==> config.mk <==
export PLATFORM = sky130hd
export DESIGN_NAME = alu_issue_seq
export DESIGN_NICKNAME = d
export VERILOG_FILES = /design/src/rtl/alu_pkg.sv /design/src/rtl/alu_regfile.sv /design/src/rtl/alu_issue_seq.sv
export SDC_FILE = /design/constraint.sdc
export NUM_CORES = 1
export LEC_CHECK = 0
export ABC_CLOCK_PERIOD_IN_PS = 1600
export CORE_MARGIN = 8
export CORE_UTILIZATION = 46
export CTS_BUF_LIST = sky130_fd_sc_hd__clkbuf_2
export DETAILED_ROUTE_END_ITERATION = 8
export DONT_BUFFER_PORTS = 1
export GPL_ROUTABILITY_DRIVEN = 0
export PLACE_DENSITY = 0.6
export SLEW_MARGIN = 5
export SYNTH_ARGS = -nofsm -noshare
export SYNTH_HDL_FRONTEND = slang
export SYNTH_SLANG_ARGS = --single-unit
==> constraint.sdc <==
create_clock -name clk -period 1.6 [get_ports clk]
set_clock_uncertainty 0.05 [all_clocks]
set_input_delay 0.48 -clock clk [delete_from_list [all_inputs] [get_ports clk]]
set_output_delay 0.48 -clock clk [all_outputs]
set_load 0.02 [all_outputs]
==> src/rtl/alu_pkg.sv <==
// Shared definitions for the ALU issue/writeback sequencer: widths, opcodes,
// FSM encoding, instruction field positions and flag bit indices.
package alu_pkg;
  localparam int DW   = 2;
  localparam int NREG = 4;
  localparam int RW   = 2;

  localparam logic [2:0] OP_ADD = 3'b000;
  localparam logic [2:0] OP_SUB = 3'b001;
  localparam logic [2:0] OP_AND = 3'b010;
  localparam logic [2:0] OP_OR  = 3'b011;
  localparam logic [2:0] OP_LDI = 3'b100;

  typedef enum logic [1:0] {
    IDLE = 2'd0,
    EXEC = 2'd1,
    WB   = 2'd2
  } state_t;

  localparam int OP_MSB  = 8;
  localparam int OP_LSB  = 6;
  localparam int RD_MSB  = 5;
  localparam int RD_LSB  = 4;
  localparam int RS1_MSB = 3;
  localparam int RS1_LSB = 2;
  localparam int RS2_MSB = 1;
  localparam int RS2_LSB = 0;

  localparam int FLG_ERR = 3;
  localparam int FLG_OVF = 2;
  localparam int FLG_CRY = 1;
  localparam int FLG_ZRO = 0;

  // ADD/SUB/AND/OR occupy the lower half of the opcode space
  function automatic logic is_alu_op(input logic [2:0] op);
    return op[2] == 1'b0;
  endfunction
endpackage

==> src/rtl/alu_regfile.sv <==
// 4 x DW register file: one synchronous write port, three combinational
// read ports (two operands plus a debug tap).
module alu_regfile
  import alu_pkg::*;
(
  input  logic          clk,
  input  logic          rst,
  input  logic          we,
  input  logic [RW-1:0] waddr,
  input  logic [DW-1:0] wdata,
  input  logic [RW-1:0] rs1_idx,
  input  logic [RW-1:0] rs2_idx,
  input  logic [RW-1:0] dbg_idx,
  output logic [DW-1:0] rs1_data,
  output logic [DW-1:0] rs2_data,
  output logic [DW-1:0] dbg_data
);
  logic [NREG-1:0][DW-1:0] rf;

  always_ff @(posedge clk) begin
    if (rst)     rf        <= '0;
    else if (we) rf[waddr] <= wdata;
  end

  assign rs1_data = rf[rs1_idx];
  assign rs2_data = rf[rs2_idx];
  assign dbg_data = rf[dbg_idx];
endmodule

==> src/rtl/alu_issue_seq.sv <==
// Issue/writeback sequencer wrapped around a 2-bit combinational ALU.
// Optional retire counter output enabled by ALU_ISSUE_SEQ_RETIRE_CNT_EN.
module alu_issue_seq
  import alu_pkg::*;
(
  input  logic          clk,
  input  logic          rst,
  input  logic          in_valid,
  output logic          in_ready,
  input  logic [8:0]    in_instr,
  output logic [DW-1:0] alu_a,
  output logic [DW-1:0] alu_b,
  output logic [2:0]    alu_sel,
  input  logic [DW-1:0] alu_out,
  input  logic          alu_error,
  input  logic          alu_zero,
  input  logic          alu_carry,
  input  logic          alu_overflow,
  output logic          done,
`ifdef ALU_ISSUE_SEQ_RETIRE_CNT_EN
  output logic [7:0]    retire_cnt,
`endif
  output logic [3:0]    flags,
  output logic          err_sticky,
  input  logic [RW-1:0] dbg_idx,
  output logic [DW-1:0] dbg_data
);
  state_t        state, state_nxt;
  logic [8:0]    instr_q;
  logic [DW-1:0] result_q;
  logic [3:0]    pend_q;
  logic          rf_we;
  logic [DW-1:0] rs1_data, rs2_data;

  logic [2:0]    op;
  logic [RW-1:0] rd, rs1, rs2;
  assign op  = instr_q[OP_MSB:OP_LSB];
  assign rd  = instr_q[RD_MSB:RD_LSB];
  assign rs1 = instr_q[RS1_MSB:RS1_LSB];
  assign rs2 = instr_q[RS2_MSB:RS2_LSB];

  alu_regfile u_rf (
    .clk      (clk),
    .rst      (rst),
    .we       (rf_we),
    .waddr    (rd),
    .wdata    (result_q),
    .rs1_idx  (rs1),
    .rs2_idx  (rs2),
    .dbg_idx  (dbg_idx),
    .rs1_data (rs1_data),
    .rs2_data (rs2_data),
    .dbg_data (dbg_data)
  );

  always_comb begin
    state_nxt = state;
    in_ready  = 1'b0;
    done      = 1'b0;
    rf_we     = 1'b0;
    alu_a     = '0;
    alu_b     = '0;
    alu_sel   = '0;
    case (state)
      IDLE: begin
        in_ready = 1'b1;
        if (in_valid) state_nxt = EXEC;
      end
      EXEC: begin
        // illegal opcodes still reach the ALU so it raises its error flag
        if (is_alu_op(op)) begin
          alu_a   = rs1_data;
          alu_b   = rs2_data;
          alu_sel = op;
        end else if (op != OP_LDI) begin
          alu_sel = op;
        end
        state_nxt = WB;
      end
      WB: begin
        // a reset landing on the WB edge aborts the retire, so no pulse
        done      = ~rst;
        rf_we     = is_alu_op(op) || (op == OP_LDI);
        state_nxt = IDLE;
      end
      default: state_nxt = IDLE;
    endcase
  end

  always_ff @(posedge clk) begin
    if (rst) begin
      state      <= IDLE;
      instr_q    <= '0;
      result_q   <= '0;
      pend_q     <= '0;
      flags      <= '0;
      err_sticky <= 1'b0;
    end else begin
      state <= state_nxt;
      if (state == IDLE && in_valid) instr_q <= in_instr;
      if (state == EXEC) begin
        if (is_alu_op(op))     result_q <= alu_out;
        else if (op == OP_LDI) result_q <= rs2;
        else                   result_q <= '0;
        pend_q[FLG_ERR] <= alu_error;
        pend_q[FLG_OVF] <= alu_overflow;
        pend_q[FLG_CRY] <= alu_carry;
        pend_q[FLG_ZRO] <= alu_zero;
      end
      if (state == WB) begin
        if (is_alu_op(op))      flags      <= pend_q;
        else if (op != OP_LDI)  err_sticky <= 1'b1;
      end
    end
  end

`ifdef ALU_ISSUE_SEQ_RETIRE_CNT_EN
  always_ff @(posedge clk) begin
    if (rst)              retire_cnt <= '0;
    else if (state == WB) retire_cnt <= retire_cnt + 8'd1;
  end
`endif
endmodule

# Word level (Yosys, flattened, before mapping)
# Index checks and enable logic that the tools add are counted.
dict set report classes {
  eq_ne 5
  bitwise 2
  reduce_logical 6
  n_mux 23
  magnitude_cmp 5
}
# operator n
set op_table {}
lappend op_table {{2-bit 2-to-1 mux} 11}
lappend op_table {{2-bit binary-select mux with 2-bit select} 3}
lappend op_table {{2-bit by 3-bit < comparator with 1-bit output (second input constant)} 4}
lappend op_table {{3-bit 2-to-1 mux} 3}
lappend op_table {{8-bit bitwise mux} 1}
lappend op_table {{2-bit demux with 2-bit select} 1}
lappend op_table {{2-bit one-hot mux with 2 select lines} 1}
lappend op_table {{3-bit equality test (second input constant)} 1}
lappend op_table {{1-bit 2-to-1 mux} 3}
lappend op_table {{3-bit != test (second input constant)} 1}
lappend op_table {{3-bit AND reduction} 1}
lappend op_table {{2-bit by 1-bit equality test with 1-bit output (second input constant)} 1}
lappend op_table {{2-bit equality test (second input constant)} 1}
lappend op_table {{2-bit by 1-bit greater-or-equal comparator with 1-bit output (second input constant)} 1}
lappend op_table {{1-bit logical AND} 2}
lappend op_table {{2-bit zero test} 1}
lappend op_table {{2-bit != test (second input constant)} 1}
lappend op_table {{1-bit NOT} 2}
lappend op_table {{2-bit AND reduction} 1}
lappend op_table {{1-bit logical OR} 1}
dict set report totals {
  wordCells 51
  in_bits 20
  regBits 30
  out_inout_bits 16
}

# Longest topological paths before layout
# Gate-level depths: netlist (run 1).
dict set report depth {
  word_depth 5
  depth_mapped 4
  ltp_nobuf 3
}

# Hierarchy
# A second synthesis (run 1) with hierarchy kept.
dict set report hier_totals {
  cells_unflattened 135
  hier_area_um2 1350.0
}
# mod cells_each n_inst area_each_um2
set modules_own_cells {}
lappend modules_own_cells {alu_issue_seq 99 1 878.3}
lappend modules_own_cells {alu_regfile 36 1 471.7}

# Worst setup path before layout (run 1)
# OpenSTA, ideal clock, no wires.
dict set report synth_path {
  path_type {register to output}
  start {register state[0]}
  end {output port alu_a[0]}
  t_required_ns 1.070
  setup_slack_ns -0.221
  arrival_ns 1.291
  path_stages_with_launch 4
  cell_sequence {dfxtp_1 > nand2b_2 > buf_6 > nor3b_1}
}
dict set report synth_via {
  elab_chain_len 2
}
# element line_no
set synth_lines {}
lappend synth_lines {{start, declared} alu_issue_seq.sv:28} ;# state_t state, state_nxt;
lappend synth_lines {{start signal, assigned} alu_issue_seq.sv:99} ;# state <= state_nxt;
lappend synth_lines {{2-bit by 1-bit equality test with 1-bit output} alu_issue_seq.sv:64} ;# case (state)
lappend synth_lines {{2-bit 2-to-1 mux} alu_issue_seq.sv:64}
lappend synth_lines {{end, declared} alu_issue_seq.sv:11} ;# output logic [DW-1:0] alu_a,
# No other way between the ends.

# Worst setup path in the final report (run 1)
dict set report layout_path {
  start {register instr_q[2]}
  end {output port alu_a[0]}
}
dict set report layout_via {
  elab_chain_len 4
}
# element line_no
set layout_lines {}
lappend layout_lines {{start, declared} alu_issue_seq.sv:29} ;# logic [8:0] instr_q;
lappend layout_lines {{start signal, assigned} alu_issue_seq.sv:100} ;# if (state == IDLE && in_valid) instr_q <= in_instr;
lappend layout_lines {{2-bit binary-select mux with 2-bit select} alu_regfile.sv:25} ;# assign rs1_data = rf[rs1_idx];
lappend layout_lines {{2-bit 2-to-1 mux (implied by the code)} alu_regfile.sv:25}
lappend layout_lines {{2-bit 2-to-1 mux} alu_issue_seq.sv:71} ;# if (is_alu_op(op)) begin
lappend layout_lines {{2-bit 2-to-1 mux} alu_issue_seq.sv:64}
# No other way between the ends. The select of a mux whose other input is x is not followed.

==> results of run 1 <==
layer usage:
metal	up-vias	track usage	wire length [µm]
met2	31	0.219	1580
met3	5	0.0739	293
met1	526	0.167	1420
met5	-	0	0
li1	526	-	-
met4	0	0.0485	34
Yosys cell counts (2+ instances only):
library cell / n / area [µm²]
nand2b_1: 11 / 68.8
mux4_2: 6 / 135
nor2b_1: 2 / 12.5
and2_1: 2 / 12.5
and4bb_2: 2 / 25.0
nand2_1: 8 / 30.0
a21oi_1: 7 / 35.0
clkbuf_1: 2 / 7.51
dfxtp_1: 30 / 601
nor3b_1: 4 / 30.0
buf_4: 2 / 15.0
nor2_1: 18 / 67.6
mux2i_1: 21 / 210
o2bb2ai_1: 2 / 17.5
cells in the final DEF, fill, tap and decap left out, drive strengths merged, types with 5 or more instances in the layout:
| master | netlist | routed |
|---|---|---|
| clkbuf | 2 | 5 |
| a21oi | 7 | 7 |
| mux4 | 6 | 6 |
| nand2b | 12 | 12 |
| mux2i | 21 | 21 |
| nand2 | 8 | 8 |
| nor3b | 6 | 6 |
| nor2 | 18 | 18 |
| dfxtp | 30 | 30 |
| buf | 4 | 31 |
state kept, by name, summed over array words and instances (netlist names):
register,cells
err_sticky,1
state,2
result_q,2
flags,4
instr_q,9
u_rf.rf,8
pend_q,4
cell families after synthesis:
kind of cell / count (synthesis)
multiplexers: 27
AND/OR/NAND/NOR: 57
AO/OA/AOI/OAI: 11
flip-flops: 30
buffers and inverters: 6
per-stage QoR:
step | cell area [µm²] | hold slack (ns)
5_1_grt | 1840 | 0.0459
4_1_cts | 1790 | 0.0741
3_3_place_gp | 1580 | 0.386
6_report | 1840 | 0.0878
2_1_floorplan | 1430 | 0.386
3_5_place_dp | 1580 | 0.397
cell type report:
type | instances | area, µm² | area share
Multi-Input combinational cell | 95 | 842 | 0.459
Sequential cell | 30 | 621 | 0.338
Timing Repair Buffer | 31 | 290 | 0.158
Tap cell | 33 | 41.3 | 0.0225
Clock buffer | 5 | 25.0 | 0.0136
Clock inverter | 3 | 16.3 | 0.00886
where the power goes:
| part | switching [mW] | total (mW) | leakage [nW] | internal (mW) |
|---|---|---|---|---|
| Sequential | 0.0336 | 0.807 | 0.249 | 0.773 |
| Clock | 0.264 | 0.363 | 0.0264 | 0.0995 |
| Combinational | 0.0764 | 0.180 | 0.445 | 0.104 |
| Total | 0.374 | 1.35 | 0.720 | 0.976 |
final timing paths:
path                    from         end  slack [ns]  cells after the start
setup / recovery  instr_q[2]    alu_a[0]       -0.49                      3
hold / removal           rst    state[0]        0.09                      1
setup reg to reg    state[1]  u_rf.rf[2]        0.05                      8
hold reg to reg    pend_q[3]   pend_q[3]        0.42                      2
what timing repair did:
| action | CTS | global route |
|---|---|---|
| pin swaps | 2 | 1 |
| endpoints found under the setup margin | 11 | 11 |
| gates cloned | 0 | 0 |
| buffers inserted | 12 | 1 |
| gates resized for setup | 29 | 10 |
critical path, stage by stage (launching register included):
cell and delay, ns:
dfxtp_4 0.40, mux4_2 0.48, nor3b_2 0.16, buf_4 0.15
==> qor.txt, run 1 <==
Synth Area in XOR/XNOR: 0
Detailed Route WL: 3330 µm
outcome: finished, violations left
Max rail drop VDD: 0.000569 V
Setup Viol. Count Final: 10
simple-gate portion of the synthesized area: 0.254
Clock Root Buffer: clkbuf_2
Worst setup EP type: primary output
failing checks: setup timing
DP HPWL: 2470 µm
Slew Limit Fails: 0
post-synthesis area per instance: 10.8 µm²
CP Launch Type: flop
Clk pin slew, worst setup/hold paths: 0.17 ns
Worst-Skew Late Latency: 0.38 ns
Port Buffers: 0
total core area: 0.00298 mm²
Avg Vias per Cell: 5.52
Worst Hold Class: primary input to flop
Syn. warnings: 0
# diodes: 0
drt drc: 0
Worst-Margin Slew: 0.333 ns
post-synthesis adder-cell area fraction: 0
Layout Area Growth over Synthesis: 30.1%
mux cell area share after synthesis: 0.245
sequential-to-total area share from yosys stat: 0.426
Final Hold Viols: 0
1st-pass router iterations: 4
Chip Height: 71.4 µm
DR WL/cell: 16.9 µm
main combinational cell family by area after synthesis: simple AND/OR/NAND/NOR gates
pre-CTS setup slack: -0.144 ns
post-route setup slack: -0.490 ns
die area: 0.00510 mm²
ys flop type: dfxtp_1
CP Max Fanout: 3
Die Width: 71.4 µm
Static Leak: 0.720 nW
vias in the first global route: 1,130
Seq cells post-synth: 30
vias: 1,088
share of layout cells above drive strength 1: 0.445
pwr/cell area: 736 mW/mm²
fmax: 478 MHz
Clock Sinks: 30
total CTS buffers: 5
antenna violations before repair: 0
placed cells: 176
H-tree Lvls: 2
cell row count: 20
CP Class: flop to primary output
IO Count: 36
RSZ-0062 raised after global routing: yes
CTS tree: done
cts hold-fix bufs: 0
worst-case clock buffer depth: 2
synthesized cell area: 0.00141 mm²
initial DRC count: 28
Post-Syn Instances: 131
Setup TNS: -3.21 ns
grt ovf: 0
fraction of registers with async set/reset: 0
Initial Util: 0.474
Finished Layout Cells: 197
Post-synth EDFFs: 0
Arrival @ worst endpoint: 1.56 ns
Synth Area in Compound Gates: 0.0488
fin crit period: 2.09 ns
first-pass GRT wire length: 5670 µm
Final ANT Viol Nets: 0
pin count of the biggest net entering global routing: 35
maxcap violations: 0
NumNets Final: 183
Final Util: 0.616
Power Total: 1.35 mW
WP data required: 1.07 ns
GRT Overall Usage: 0.143
Fillers: 247
Yosys cell types: 28
Syn Nets: 151
period utilization: 1.31
Max-slew headroom: 0.778
Power figures use the tool's default switching activity.
==> run 2, diff against run 1 <==
--- a/config.mk
+++ b/config.mk
@@ -5,14 +5,16 @@
 export SDC_FILE = /design/constraint.sdc
 export NUM_CORES = 1
 export LEC_CHECK = 0
-export ABC_CLOCK_PERIOD_IN_PS = 1600
+export ABC_CLOCK_PERIOD_IN_PS = 1710
 export CORE_MARGIN = 8
 export CORE_UTILIZATION = 46
 export CTS_BUF_LIST = sky130_fd_sc_hd__clkbuf_2
 export DETAILED_ROUTE_END_ITERATION = 8
 export DONT_BUFFER_PORTS = 1
 export GPL_ROUTABILITY_DRIVEN = 0
-export PLACE_DENSITY = 0.6
+export HOLD_SLACK_MARGIN = 0.05
+export PLACE_DENSITY = 0.62
+export REMOVE_ABC_BUFFERS = 1
 export SLEW_MARGIN = 5
 export SYNTH_ARGS = -nofsm -noshare
 export SYNTH_HDL_FRONTEND = slang
==> constraint.sdc (replaced) <==
create_clock -name clk -period 1.71 [get_ports clk]
set_clock_uncertainty 0.05 [all_clocks]
set_input_delay 0.513 -clock clk [delete_from_list [all_inputs] [get_ports clk]]
set_output_delay 0.513 -clock clk [all_outputs]
set_load 0.02 [all_outputs]
==> run 2 against run 1 <==
Net effect:
- core utilization decreased by 2.4 points
- cell area shrank 3.8%
- critical path depth did not move
- power shrank 7.1%
- sequential power is 7.1% lower
- highest routed layer unchanged
- hold slack improved by 0.053 ns
- the flow still finishes with violations (setup timing)
- largest power group unchanged
- non-clock buffer count fell by 1
- critical path type unchanged
==> qor.txt, run 2 (same netlist as run 1, synthesis figures left out) <==
CP Launch Type: flop
Arrival @ worst endpoint: 1.56 ns
period utilization: 1.24
# diodes: 0
Clock Sinks: 30
total core area: 0.00298 mm²
Worst setup EP type: primary output
pwr/cell area: 711 mW/mm²
outcome: finished, violations left
NumNets Final: 182
maxcap violations: 0
Fillers: 245
drt drc: 0
failing checks: setup timing
placed instance area: 0.00153 mm²
Detailed Route WL: 3510 µm
Slew Limit Fails: 0
Die Width: 71.4 µm
CP Max Fanout: 3
Worst Hold Class: primary input to flop
Clock Root Buffer: clkbuf_2
antenna violations before repair: 0
Worst-Margin Slew: 0.318 ns
1st-pass router iterations: 4
die area: 0.00510 mm²
Clk pin slew, worst setup/hold paths: 0.16 ns
fmax: 472 MHz
Setup Viol. Count Final: 9
Max rail drop VDD: 0.000320 V
IO Count: 36
post-route setup slack: -0.410 ns
Layout Area Growth over Synthesis: 25.1%
cts hold-fix bufs: 0
WP data required: 1.15 ns
worst-case clock buffer depth: 2
initial DRC count: 60
most frequent cells in the layout: 25 x buf_4, 21 x mux2i_1, 21 x dfxtp_1
grt ovf: 0
Chip Height: 71.4 µm
Worst-Skew Late Latency: 0.36 ns
total CTS buffers: 5
CTS tree: done
biggest regs: instr_q: 9 flops, u_rf.rf: 8 flops
cell row count: 20
Port Buffers: 0
share of layout cells above drive strength 1: 0.405
Final Util: 0.593
Reg with most FFs: instr_q
RSZ-0062 raised after global routing: yes
pin count of the biggest net entering global routing: 35
DP HPWL: 2400 µm
Max-slew headroom: 0.788
commonest non-fill, non-tap cell in the layout: buf_4
H-tree Lvls: 2
Initial Util: 0.474
Static Leak: 0.706 nW
DR WL/cell: 17.9 µm
vias in the first global route: 1,147
Largest register FFs: 9
Final ANT Viol Nets: 0
first-pass GRT wire length: 5710 µm
Final Hold Viols: 0
Hold Slack: 0.140 ns
cell area after layout: 0.00177 mm²
GRT Overall Usage: 0.141
Avg Vias per Cell: 5.55
fin crit period: 2.12 ns
CP Class: flop to primary output
vias: 1,088
## run 2: changes by cell type in the layout (fill, tap and decap cells not counted), sizes merged
cell and change:
buf -1, clkbuf +1, clkinvlp -1
## run 2: path summary, 6_finish.rpt
path | start | to | slack [ns] | cells after the start
max | instr_q[0] | alu_b[0] | -0.41 | 3
min | rst | instr_q[7] | 0.14 | 1
max reg2reg | state[1] | u_rf.rf[2] | 0.26 | 6
min reg2reg | pend_q[0] | pend_q[0] | 0.41 | 2
## run 2: final cells by class
class | count | area [µm²] | area share
multi-input cells | 95 | 817 | 0.463
well taps | 33 | 41.3 | 0.0234
clock inverters | 2 | 8.76 | 0.00496
flip-flops and latches | 30 | 624 | 0.354
repair buffers | 30 | 244 | 0.138
clock buffers | 6 | 30.0 | 0.0170
## run 2: metrics by stage
| stage | power (mW) | setup WS, ns | TNS [ns] | instances |
|---|---|---|---|---|
| detailed placement | 0.887 | -0.0528 | -0.195 | 173 |
| finish | 1.25 | -0.410 | -2.37 | 196 |
| global route | 1.31 | -0.480 | -2.91 | 196 |
| floorplan | 0.849 | -0.0999 | -0.400 | 125 |
| CTS | 1.25 | -0.413 | -2.41 | 192 |
| global placement | 0.881 | -0.0303 | -0.106 | 173 |
## run 2: where the power goes
part / leakage, nW / total (mW) / internal (mW) / switching (mW)
logic: 0.426 / 0.154 / 0.0866 / 0.0673
registers: 0.249 / 0.750 / 0.722 / 0.0282
clock network: 0.0304 / 0.350 / 0.100 / 0.250
## run 2: routing by layer
layer,GRT usage,part of all wire
met2,0.258,0.54
met4,0.0624,0.029
met5,0,0
met1,0.143,0.37
met3,0.0446,0.061
## run 2: critical path, stage by stage, from the launching register on
cell and delay (ns):
dfxtp_2 0.39, mux4_2 0.49, nor3b_1 0.16, buf_4 0.16
## run 2: timing repair
| item | CTS | global route |
|---|---|---|
| resized for setup | 26 | 5 |
| endpoints found under the setup margin | 11 | 11 |
| pin swaps | 3 | 1 |
| buffers inserted | 11 | 4 |
==> run 3, diff against run 2 <==
--- a/config.mk
+++ b/config.mk
@@ -15,7 +15,7 @@
 export HOLD_SLACK_MARGIN = 0.05
 export PLACE_DENSITY = 0.62
 export REMOVE_ABC_BUFFERS = 1
-export SLEW_MARGIN = 5
+export SLEW_MARGIN = 30
 export SYNTH_ARGS = -nofsm -noshare
 export SYNTH_HDL_FRONTEND = slang
 export SYNTH_SLANG_ARGS = --single-unit
==> results of run 3 <==
Same layout as run 2: the final DEF is identical, and so are final timing and power.
